### config.mk
export PLATFORM = sky130hd
export DESIGN_NAME = input_buffer
export DESIGN_NICKNAME = d
export VERILOG_FILES = /design/src/rtl/input_buffer_pkg.sv /design/src/rtl/input_buffer.sv
export SDC_FILE = /design/constraint.sdc
export NUM_CORES = 1
export LEC_CHECK = 0
export ABC_CLOCK_PERIOD_IN_PS = 1500
export CORE_MARGIN = 4
export CORE_UTILIZATION = 43
export CTS_CLUSTER_DIAMETER = 100
export CTS_CLUSTER_SIZE = 30
export DETAILED_ROUTE_END_ITERATION = 8
export GPL_ROUTABILITY_DRIVEN = 0
export PLACE_DENSITY = 0.74
export SYNTH_ARGS = -nofsm -noshare
export SYNTH_HDL_FRONTEND = slang
export SYNTH_SLANG_ARGS = --single-unit
### constraint.sdc
create_clock -name clk -period 1.5 [get_ports clk]
set_clock_uncertainty 0.1 [all_clocks]
set_input_delay 0.15 -clock clk [delete_from_list [all_inputs] [get_ports clk]]
set_output_delay 0.15 -clock clk [all_outputs]
set_load 0.02 [all_outputs]
### src/rtl/input_buffer_pkg.sv
// Types and helpers shared by the CUT I/O buffers and their sequencing controller.
package input_buffer_pkg;

  typedef enum logic {
    FILL = 1'b0,
    FULL = 1'b1
  } buf_state_t;

  function automatic int cnt_width(input int depth);
    return $clog2(depth + 1);
  endfunction

endpackage

### src/rtl/input_buffer.sv
// Serial-to-parallel word buffer: gathers DEPTH words (first word in slot 0) into one
// parallel frame and holds it until the consumer acknowledges it.
module input_buffer
  import input_buffer_pkg::*;
#(
  parameter int DATA_WIDTH = 32,
  parameter int DEPTH      = 16,
  localparam int CNT_W     = cnt_width(DEPTH)
) (
  input  logic                        clk,
  input  logic                        rst,
  input  logic                        clear,
  input  logic                        shift,
  input  logic [DATA_WIDTH-1:0]       input_data,
  input  logic                        consume,
  output logic                        ready,
  output logic                        full,
  output logic [CNT_W-1:0]            count,
  output logic                        overflow,
  output logic [DEPTH*DATA_WIDTH-1:0] output_data
);

  buf_state_t                            state_reg;
  logic [CNT_W-1:0]                      count_reg;
  logic                                  overflow_reg;
  logic [DEPTH-1:0][DATA_WIDTH-1:0]      buf_reg;
  logic [DEPTH-1:0][DATA_WIDTH-1:0]      buf_next;

  // Shifted image of the storage: every slot takes its upper neighbour and the newest
  // word enters at the top, so after DEPTH words the oldest one reaches slot 0.
  for (genvar gi = 0; gi < DEPTH; gi++) begin : gen_slot
    if (gi == DEPTH - 1) begin : gen_top
      assign buf_next[gi] = input_data;
    end else begin : gen_mid
      assign buf_next[gi] = buf_reg[gi + 1];
    end
    assign output_data[gi*DATA_WIDTH +: DATA_WIDTH] = buf_reg[gi];
  end

  always_ff @(posedge clk) begin
    if (!rst || clear) begin
      state_reg    <= FILL;
      count_reg    <= '0;
      overflow_reg <= 1'b0;
      buf_reg      <= '0;
    end else begin
      case (state_reg)
        FILL: begin
          if (shift) begin
            buf_reg <= buf_next;
            if (count_reg == CNT_W'(DEPTH - 1)) begin
              state_reg <= FULL;
              count_reg <= CNT_W'(DEPTH);
            end else begin
              count_reg <= count_reg + 1'b1;
            end
          end
        end
        FULL: begin
          if (consume) begin
            // A word arriving with the acknowledge starts the next frame immediately.
            state_reg <= FILL;
            if (shift) begin
              buf_reg   <= buf_next;
              count_reg <= CNT_W'(1);
            end else begin
              count_reg <= '0;
            end
          end else if (shift) begin
            overflow_reg <= 1'b1;
          end
        end
        default: begin
          state_reg <= FILL;
          count_reg <= '0;
        end
      endcase
    end
  end

  assign ready    = (state_reg == FILL);
  assign full     = (state_reg == FULL);
  assign count    = count_reg;
  assign overflow = overflow_reg;

endmodule

After elaboration in Yosys (flattened, before gate mapping) --
Index checks and enable logic that the tools add are counted. W data, S select, Z words.
Operators by class: $add $sub $neg 1, equal/unequal tests 3, multiplexer cells 12, bitwise gates (word level) 2, reduce and logical (&&, ||, !) cells 4
Operators by type and width (number):
- $mux W512 | 2
- $pmux W512 S2 | 1
- $mux W5 | 3
- $pmux W5 S2 | 1
- $add A5 B1 Y5 const B | 1
- $eq A5 B4 Y1 const B | 1
- $mux W1 | 4
- $ne A2 B2 Y1 const B | 2
- $reduce_and A3 Y1 | 1
- $not A1 Y1 | 2
- $pmux W1 S2 | 1
- $reduce_and A2 Y1 | 1
- $logic_not A1 Y1 | 1
- $logic_or A1 B1 Y1 | 1
Word-level totals: bits in registers 519, output and inout bits 520

Logic depth before layout (Yosys ltp) --
Gate-level depths: netlist of run 1.
depth in word-level cells 4, gate-level depth with buffers 7, mapped depth without buffers 6

Worst setup path before layout of run 1 --
Ideal clock, no wire load.
path kind reg2reg, start point register count_reg[0], in the netlist count[0], end point register count_reg[3], in the netlist count[3], library setup time 91 ps, arrival time 1505 ps, data required time 1309 ps, path slack -196 ps, stages on the path, launching flop included 7, period minus slack after synthesis 1696 ps, cell sequence dfxtp_1 > ha_1 > and3_1 > ha_1 > nor2_1 > nand3b_1 > a311oi_1
Between the ends: cells in the longest elaborated chain, start to end 4, elaborated cells between the ends (all ways) 5
RTL lines:
- start, declared | line input_buffer.sv:24 | logic [CNT_W-1:0] count_reg;
- start signal, assigned | line input_buffer.sv:53 | count_reg <= CNT_W'(DEPTH);
- start signal, assigned | line input_buffer.sv:55 | count_reg <= count_reg + 1'b1;
- $add A5 B1 Y5 / $eq A5 B4 Y1 (equally long branches) | line input_buffer.sv:55, input_buffer.sv:51
- $mux W5 * | line input_buffer.sv:51 | if (count_reg == CNT_W'(DEPTH - 1)) begin
- $mux W5 * | line input_buffer.sv:49 | if (shift) begin
- $pmux W5 S2 * | line input_buffer.sv:47 | case (state_reg)
Mark *: on every way between the ends. The rest lies on a longest branch, timed or not. The select of a mux whose other input is x is not followed. A chain may end at the register's enable or synchronous reset.

Worst setup path in the final report of run 1 --
start point register state_reg, in the netlist full, end point register buf_reg, in the netlist output_data[141]
Between the ends: cells in the longest elaborated chain, start to end 2, elaborated cells between the ends (all ways) 3
RTL lines:
- start, declared | line input_buffer.sv:23 | buf_state_t state_reg;
- start signal, assigned | line input_buffer.sv:42 | state_reg <= FILL;
- start signal, assigned | line input_buffer.sv:52 | state_reg <= FULL;
- start signal, assigned | line input_buffer.sv:62 | state_reg <= FILL;
- $not A1 Y1
- $pmux W512 S2 | line input_buffer.sv:47
- end signal, assigned | line input_buffer.sv:50 | buf_reg <= buf_next;
- end signal, assigned | line input_buffer.sv:64 | buf_reg <= buf_next;
- end, declared | line input_buffer.sv:26 | logic [DEPTH-1:0][DATA_WIDTH-1:0] buf_reg;
Several ways; a longest one is shown, not always the timed one.

==> impl_metrics.ini, run 1 <==
[clocking]
max-clock-path-buffers = 3
cts.clk_slew.worst_paths_ns = 0.12
cts_root_buffer = clkbuf_16
cts_made_buffers = 21
clkLatencyLatePin_ns = 0.58
clock-sinks = 519
tritoncts = yes
htreeDepth = 1

[timing]
max_freq_mhz = 625
setup_violations = 239
worst_hold_slack_ns = 0.0205
tns_ns = -6.74
slew-limit-headroom_pct = 78.6
report.final.hold_viol_count = 0
layout_setup_ws_ns = -0.0988
finalCriticalPeriod_ns = 1.60
worst_pin_slew_ns = 0.321
rsz0062_at_grt = true
final_max_slew_viol_count = 0
fin_crit_sh_pct = 107

[worst_setup_path]
endpoint_kind = flip-flop
cp_max_fo = 11
cpLargestDelayFamily = buffers and inverters
slowest_delay_ns = 0.37
cpMostUsedCell = buf_12
worstPathCellList = nor2b_4 -> buf_12 -> clkbuf_16 -> buf_12 -> buf_16 -> o21ai_0 -> a21oi_1
crit_type = flip-flop to flip-flop
cp.required_ns = 1.87
worstPathArrival_ns = 1.97
cp_slowest_cell = dfxtp_4
path_buf_inv = 4
startpoint_type = flip-flop

[layout]
diodes = 0
drive_gt1_share_pct = 36.3
largest_reg_flops = 512
fillerInstances = 3800
final_common_cell = nand3_1
most-common-layout-cells = nand3_1, a21oi_1, dfxtp_1
fin_nets = 2974
area_growth_pct = 44.0

[yosys]
synthFlopType = dfxtp_1
synth_top_cell_by_area = dfxtp_1
netlist-cell-type-count = 30
postSynthCellCount = 2375
yosys_warnings = 0
synth_seq_area_share_pct = 51.9
synth_edf_count = 0
avgSynthCellArea_sq_um = 8.43
ys_top_cells_by_area = dfxtp_1, a21oi_1, nand3_1
synth_top_area_share_pct = 51.9
ys_ff_latch = 519
async_flop_share_pct = 0
synthesis.nets = 2414
synth_area_sq_um = 20000

[floorplanning]
fp.dieArea_sq_um = 50100
start_util_pct = 43.8
core_area_sq_um = 45700
die_w_um = 224
rows = 78
io_pins = 557
die_height_um = 224

[grt]
grt_pass1_vias = 20200
grt_pass1_wl_mm = 120
grt_max_degree = 82
gr-usage-met2_pct = 51.1
gr-max-usage-layer = met2
overflow = 0
antenna_found_initial = 0
grt_util_all_layers_pct = 29.6
grt.met3_usage_pct = 6.51
met1_usage_pct = 36.9

[power]
leakage_nw = 10.1
p_per_area_nw_per_um2 = 767
ir_worst_vdd_uv = 688

[route]
wl_per_cell_um = 23.8
dr.pass1.iters = 6
via_count = 21900
drtIter0Drc = 3061
wl_mm = 84.0
remaining_drc_errors = 0
avgViaCountPerCell = 6.19
ant_nets = 0

[outcome]
run_status = complete, but fails checks
failed_checks = setup timing

[placed_design]
place_hpwl_mm = 54.1
pre_cts_ws_ns = -0.358
portBuffers = 556

[worst_hold_path]
hp-class = input port to flip-flop

[job]
maxCapViolCount = 0
-- metrics by stage --
stage / utilization (%) / cells / total power [mW] / area [sq um]
floorplan: - / 2375 / 14.8 / 20100
global placement: 58.6 / 3432 / 15.3 / 26800
detailed placement: 58.6 / 3432 / 15.4 / 26800
CTS: 60.3 / 3498 / 22.1 / 27500
global route: 63.1 / 3537 / 22.7 / 28800
finish: 63.1 / 3537 / 22.1 / 28800
-- worst reg2reg max path: cells and delay by family, from the launching register on --
kind / cells / cell delay, ns
simple gates: 1 / 0.14
compound gates: 2 / 0.29
flops: 1 / 0.37
buf+inv: 4 / 0.60
-- where the power goes --
group | internal [mW] | switching (mW) | leakage [nW]
combinational | 0.399 | 0.860 | 5.53
clock | 2.62 | 4.41 | 0.275
sequential | 13.8 | 0.0342 | 4.27
total | 16.8 | 5.31 | 10.1
-- synth_stat cells (2+ instances only) --
cell,instances
clkbuf_1,121
buf_4,12
buf_1,8
a21oi_1,517
nand2b_1,2
o21ai_1,109
ha_1,2
buf_2,48
nand3_1,514
dfxtp_1,519
nor2_1,4
inv_1,2
and3_1,2
clkbuf_2,38
nand2_1,2
o21ai_0,404
buf_8,11
buf_6,48
-- path summary, 6_finish.rpt --
kind | from | endpoint | slack [ns] | cells after the start
setup / recovery | full | output_data[141] | -0.1 | 7
setup reg to reg | full | output_data[141] | -0.1 | 7
hold reg to reg | output_data[466] | output_data[434] | 0.38 | 2
hold / removal | input_data[18] | output_data[498] | 0.02 | 3
-- kinds of logic after synthesis --
family                   synth area share, %
AO/OA/AOI/OAI                           25.9
AND/OR/NAND/NOR                         13.3
flip-flops                              51.9
buffers and inverters                   8.72
multiplexers                           0.106
adder cells (fa/ha/maj)                0.125
-- metal layers --
layer	part of all wire (%)	vias to the layer above
li1	-	9654
met1	36	10500
met2	48	1440
met3	11	282
met4	5.5	0
met5	0	-
-- final cells by class --
| class | instances | area, sq um | area share (%) |
|---|---|---|---|
| Sequential cell | 519 | 10600 | 36.8 |
| Inverter | 3 | 23.8 | 0.0825 |
| Multi-Input combinational cell | 1566 | 8450 | 29.3 |
| Clock inverter | 2 | 28.8 | 0.0998 |
| Timing Repair Buffer | 824 | 8430 | 29.3 |
| Clock buffer | 23 | 533 | 1.85 |
| Tap cell | 600 | 751 | 2.60 |
-- timing repair --
item,4_1_cts,5_1_grt
setup endpoints to repair,594,651
hold buffers,1,0
resized for setup,2081,239
cloned,22,26
setup buffers,18,18
pin swaps,20,125
endpoints found under the hold margin,43,0
Power figures use the tool's default switching activity.
==> run 2: changes to the inputs <==
Settings changed: ABC_CLOCK_PERIOD_IN_PS 1500 to 1300, CAP_MARGIN set to 20, CORE_MARGIN 4 to unset.
Clock period 1.5 ns to 1.3 ns, I/O delays scaled along.
==> run 2 against run 1 <==
The run still ends with setup timing left. Flip-flop and latch count is the same. Total power is 16% higher. Clock power grew 15%. Critical path depth is the same. Core utilization up 7.9 points. Die area is 5.3% lower. Largest cell class is now buffers. Fmax down 1.3%. Sequential power up 15%. Count of clock-buffer cells in the layout decreased by 2. Hold slack got worse by 0.018 ns.
==> impl_metrics.ini, run 2 (synthesis gave the netlist of run 1 again) <==
[outcome]
run_status = complete, but fails checks
failed_checks = setup timing

[timing]
worst_pin_slew_ns = 0.318
tns_ns = -94.39
rsz0062_at_grt = true
report.final.hold_viol_count = 0
finalCriticalPeriod_ns = 1.62
layout_setup_ws_ns = -0.319
fin_crit_sh_pct = 125
worst_hold_slack_ns = 0.00282
final_max_slew_viol_count = 0
slew-limit-headroom_pct = 78.2
max_freq_mhz = 618
setup_violations = 626

[route]
ant_nets = 0
wl_per_cell_um = 22.8
dr.pass1.iters = 8
via_count = 23300
remaining_drc_errors = 0
drtIter0Drc = 2707
wl_mm = 88.7
avgViaCountPerCell = 5.99

[clocking]
cts_made_buffers = 21
cts.clk_slew.worst_paths_ns = 0.12
htreeDepth = 1
tritoncts = yes
clock-sinks = 519
cts_root_buffer = clkbuf_16
max-clock-path-buffers = 3
clkLatencyLatePin_ns = 0.58

[floorplanning]
die_w_um = 218
start_util_pct = 43.8
die_height_um = 218
rows = 78
fp.dieArea_sq_um = 47400
core_area_sq_um = 45700
io_pins = 557

[power]
leakage_nw = 12.6
p_per_area_nw_per_um2 = 789
p_total_mw = 25.6
ir_worst_vdd_uv = 681

[worst_setup_path]
startpoint_type = flip-flop
cp_max_fo = 17
r2r_end = output_data[324]
rr_startpoint = full
crit_type = flip-flop to flip-flop
cp.required_ns = 1.67
worstPathArrival_ns = 1.98
r2r_cells = 7
r2r_setup_slack_ns = -0.32
endpoint_kind = flip-flop

[worst_hold_path]
hold_end = output_data[88]
whs_path_depth = 4
min-delay-start = shift
hp-class = input port to flip-flop

[grt]
antenna_found_initial = 0
gr-usage-met2_pct = 57.9
grt.met3_usage_pct = 8.84
grt_util_all_layers_pct = 35.0
overflow = 0
grt_pass1_vias = 22300
gr-max-usage-layer = met2
grt_pass1_wl_mm = 130
grt_max_degree = 60
met1_usage_pct = 40.2

[placed_design]
place_hpwl_mm = 56.4
portBuffers = 556
pre_cts_ws_ns = -0.491

[layout]
area_growth_pct = 62.0
fin_nets = 3332
diodes = 0
most-common-layout-cells = buf_4, nand3_1, a21oi_1
fillerInstances = 3178
largest_reg_flops = 512
drive_gt1_share_pct = 52.0
final_common_cell = buf_4

[job]
maxCapViolCount = 0
-- run 2: cell types whose count changed in the layout (fill, tap and decap cells not counted), moves of 59 or more --
cell / before / now
buf_6: 18 / 417
o21ai_1: 186 / 493
clkdlybuf4s15_2: 223 / 1
o21ai_0: 322 / 0
dfxtp_1: 359 / 24
a21oi_2: 72 / 13
buf_4: 126 / 627
dfxtp_2: 151 / 457
a21oi_1: 445 / 504
buf_2: 271 / 0
-- run 2: cell type report --
| type | instances | area (sq um) | area share [%] |
|---|---|---|---|
| clock buffer | 21 | 526 | 1.62 |
| clock inverter | 2 | 27.5 | 0.0848 |
| inverter | 3 | 30.0 | 0.0926 |
| multi-input combinational | 1566 | 8110 | 25.0 |
| sequential | 519 | 11100 | 34.2 |
| tap | 600 | 751 | 2.31 |
| timing repair buffer | 1182 | 11900 | 36.7 |
-- run 2: how the worst max path moves through the flow --
| stage | slack, ns | cells past startpoint | endpoint | start |
|---|---|---|---|---|
| after floorplan | -0.17 | 6 | count[3] | count[0] |
| after global placement | -0.47 | 6 | output_data[129] | consume |
| after detailed placement | -0.49 | 6 | output_data[203] | consume |
| after CTS | -0.23 | 6 | output_data[422] | full |
| after global routing | -0.33 | 7 | output_data[324] | full |
| final | -0.32 | 7 | output_data[324] | full |
-- run 2: layer usage --
metal  vias to the layer above  share of wire, %
li1                      10400                 -
met5                         -                 0
met3                       350                10
met1                     11100                35
met4                         0               7.4
met2                      1484                47
-- run 2: where the power goes --
| group | internal (mW) | switching (mW) | total [mW] |
|---|---|---|---|
| registers | 15.8 | 0.0336 | 15.9 |
| clock network | 2.99 | 5.11 | 8.10 |
| logic | 0.588 | 1.04 | 1.63 |
-- run 2: stage by stage --
stage	cells	area (sq um)	utilization [%]
floorplan	2375	20200	-
global placement	3604	28300	61.9
detailed placement	3604	28300	61.9
CTS	3884	32100	70.2
global route	3893	32400	71.0
finish	3893	32400	71.0
-- run 2: critical path, stage by stage, from the launching register on --
cell and delay, ns:
dfxtp_4 0.38, nor2b_4 0.14, buf_12 0.14, buf_16 0.15, buf_12 0.13, buf_16 0.15, o21ai_1 0.21, a21oi_1 0.10
-- run 2: timing repair --
item	in CTS	in global routing
gates cloned	7	8
setup buffers	246	4
endpoints found under the hold margin	33	0
pin swaps	18	19
setup endpoints to repair	1032	951
hold buffers	4	0
resized for setup	3562	49
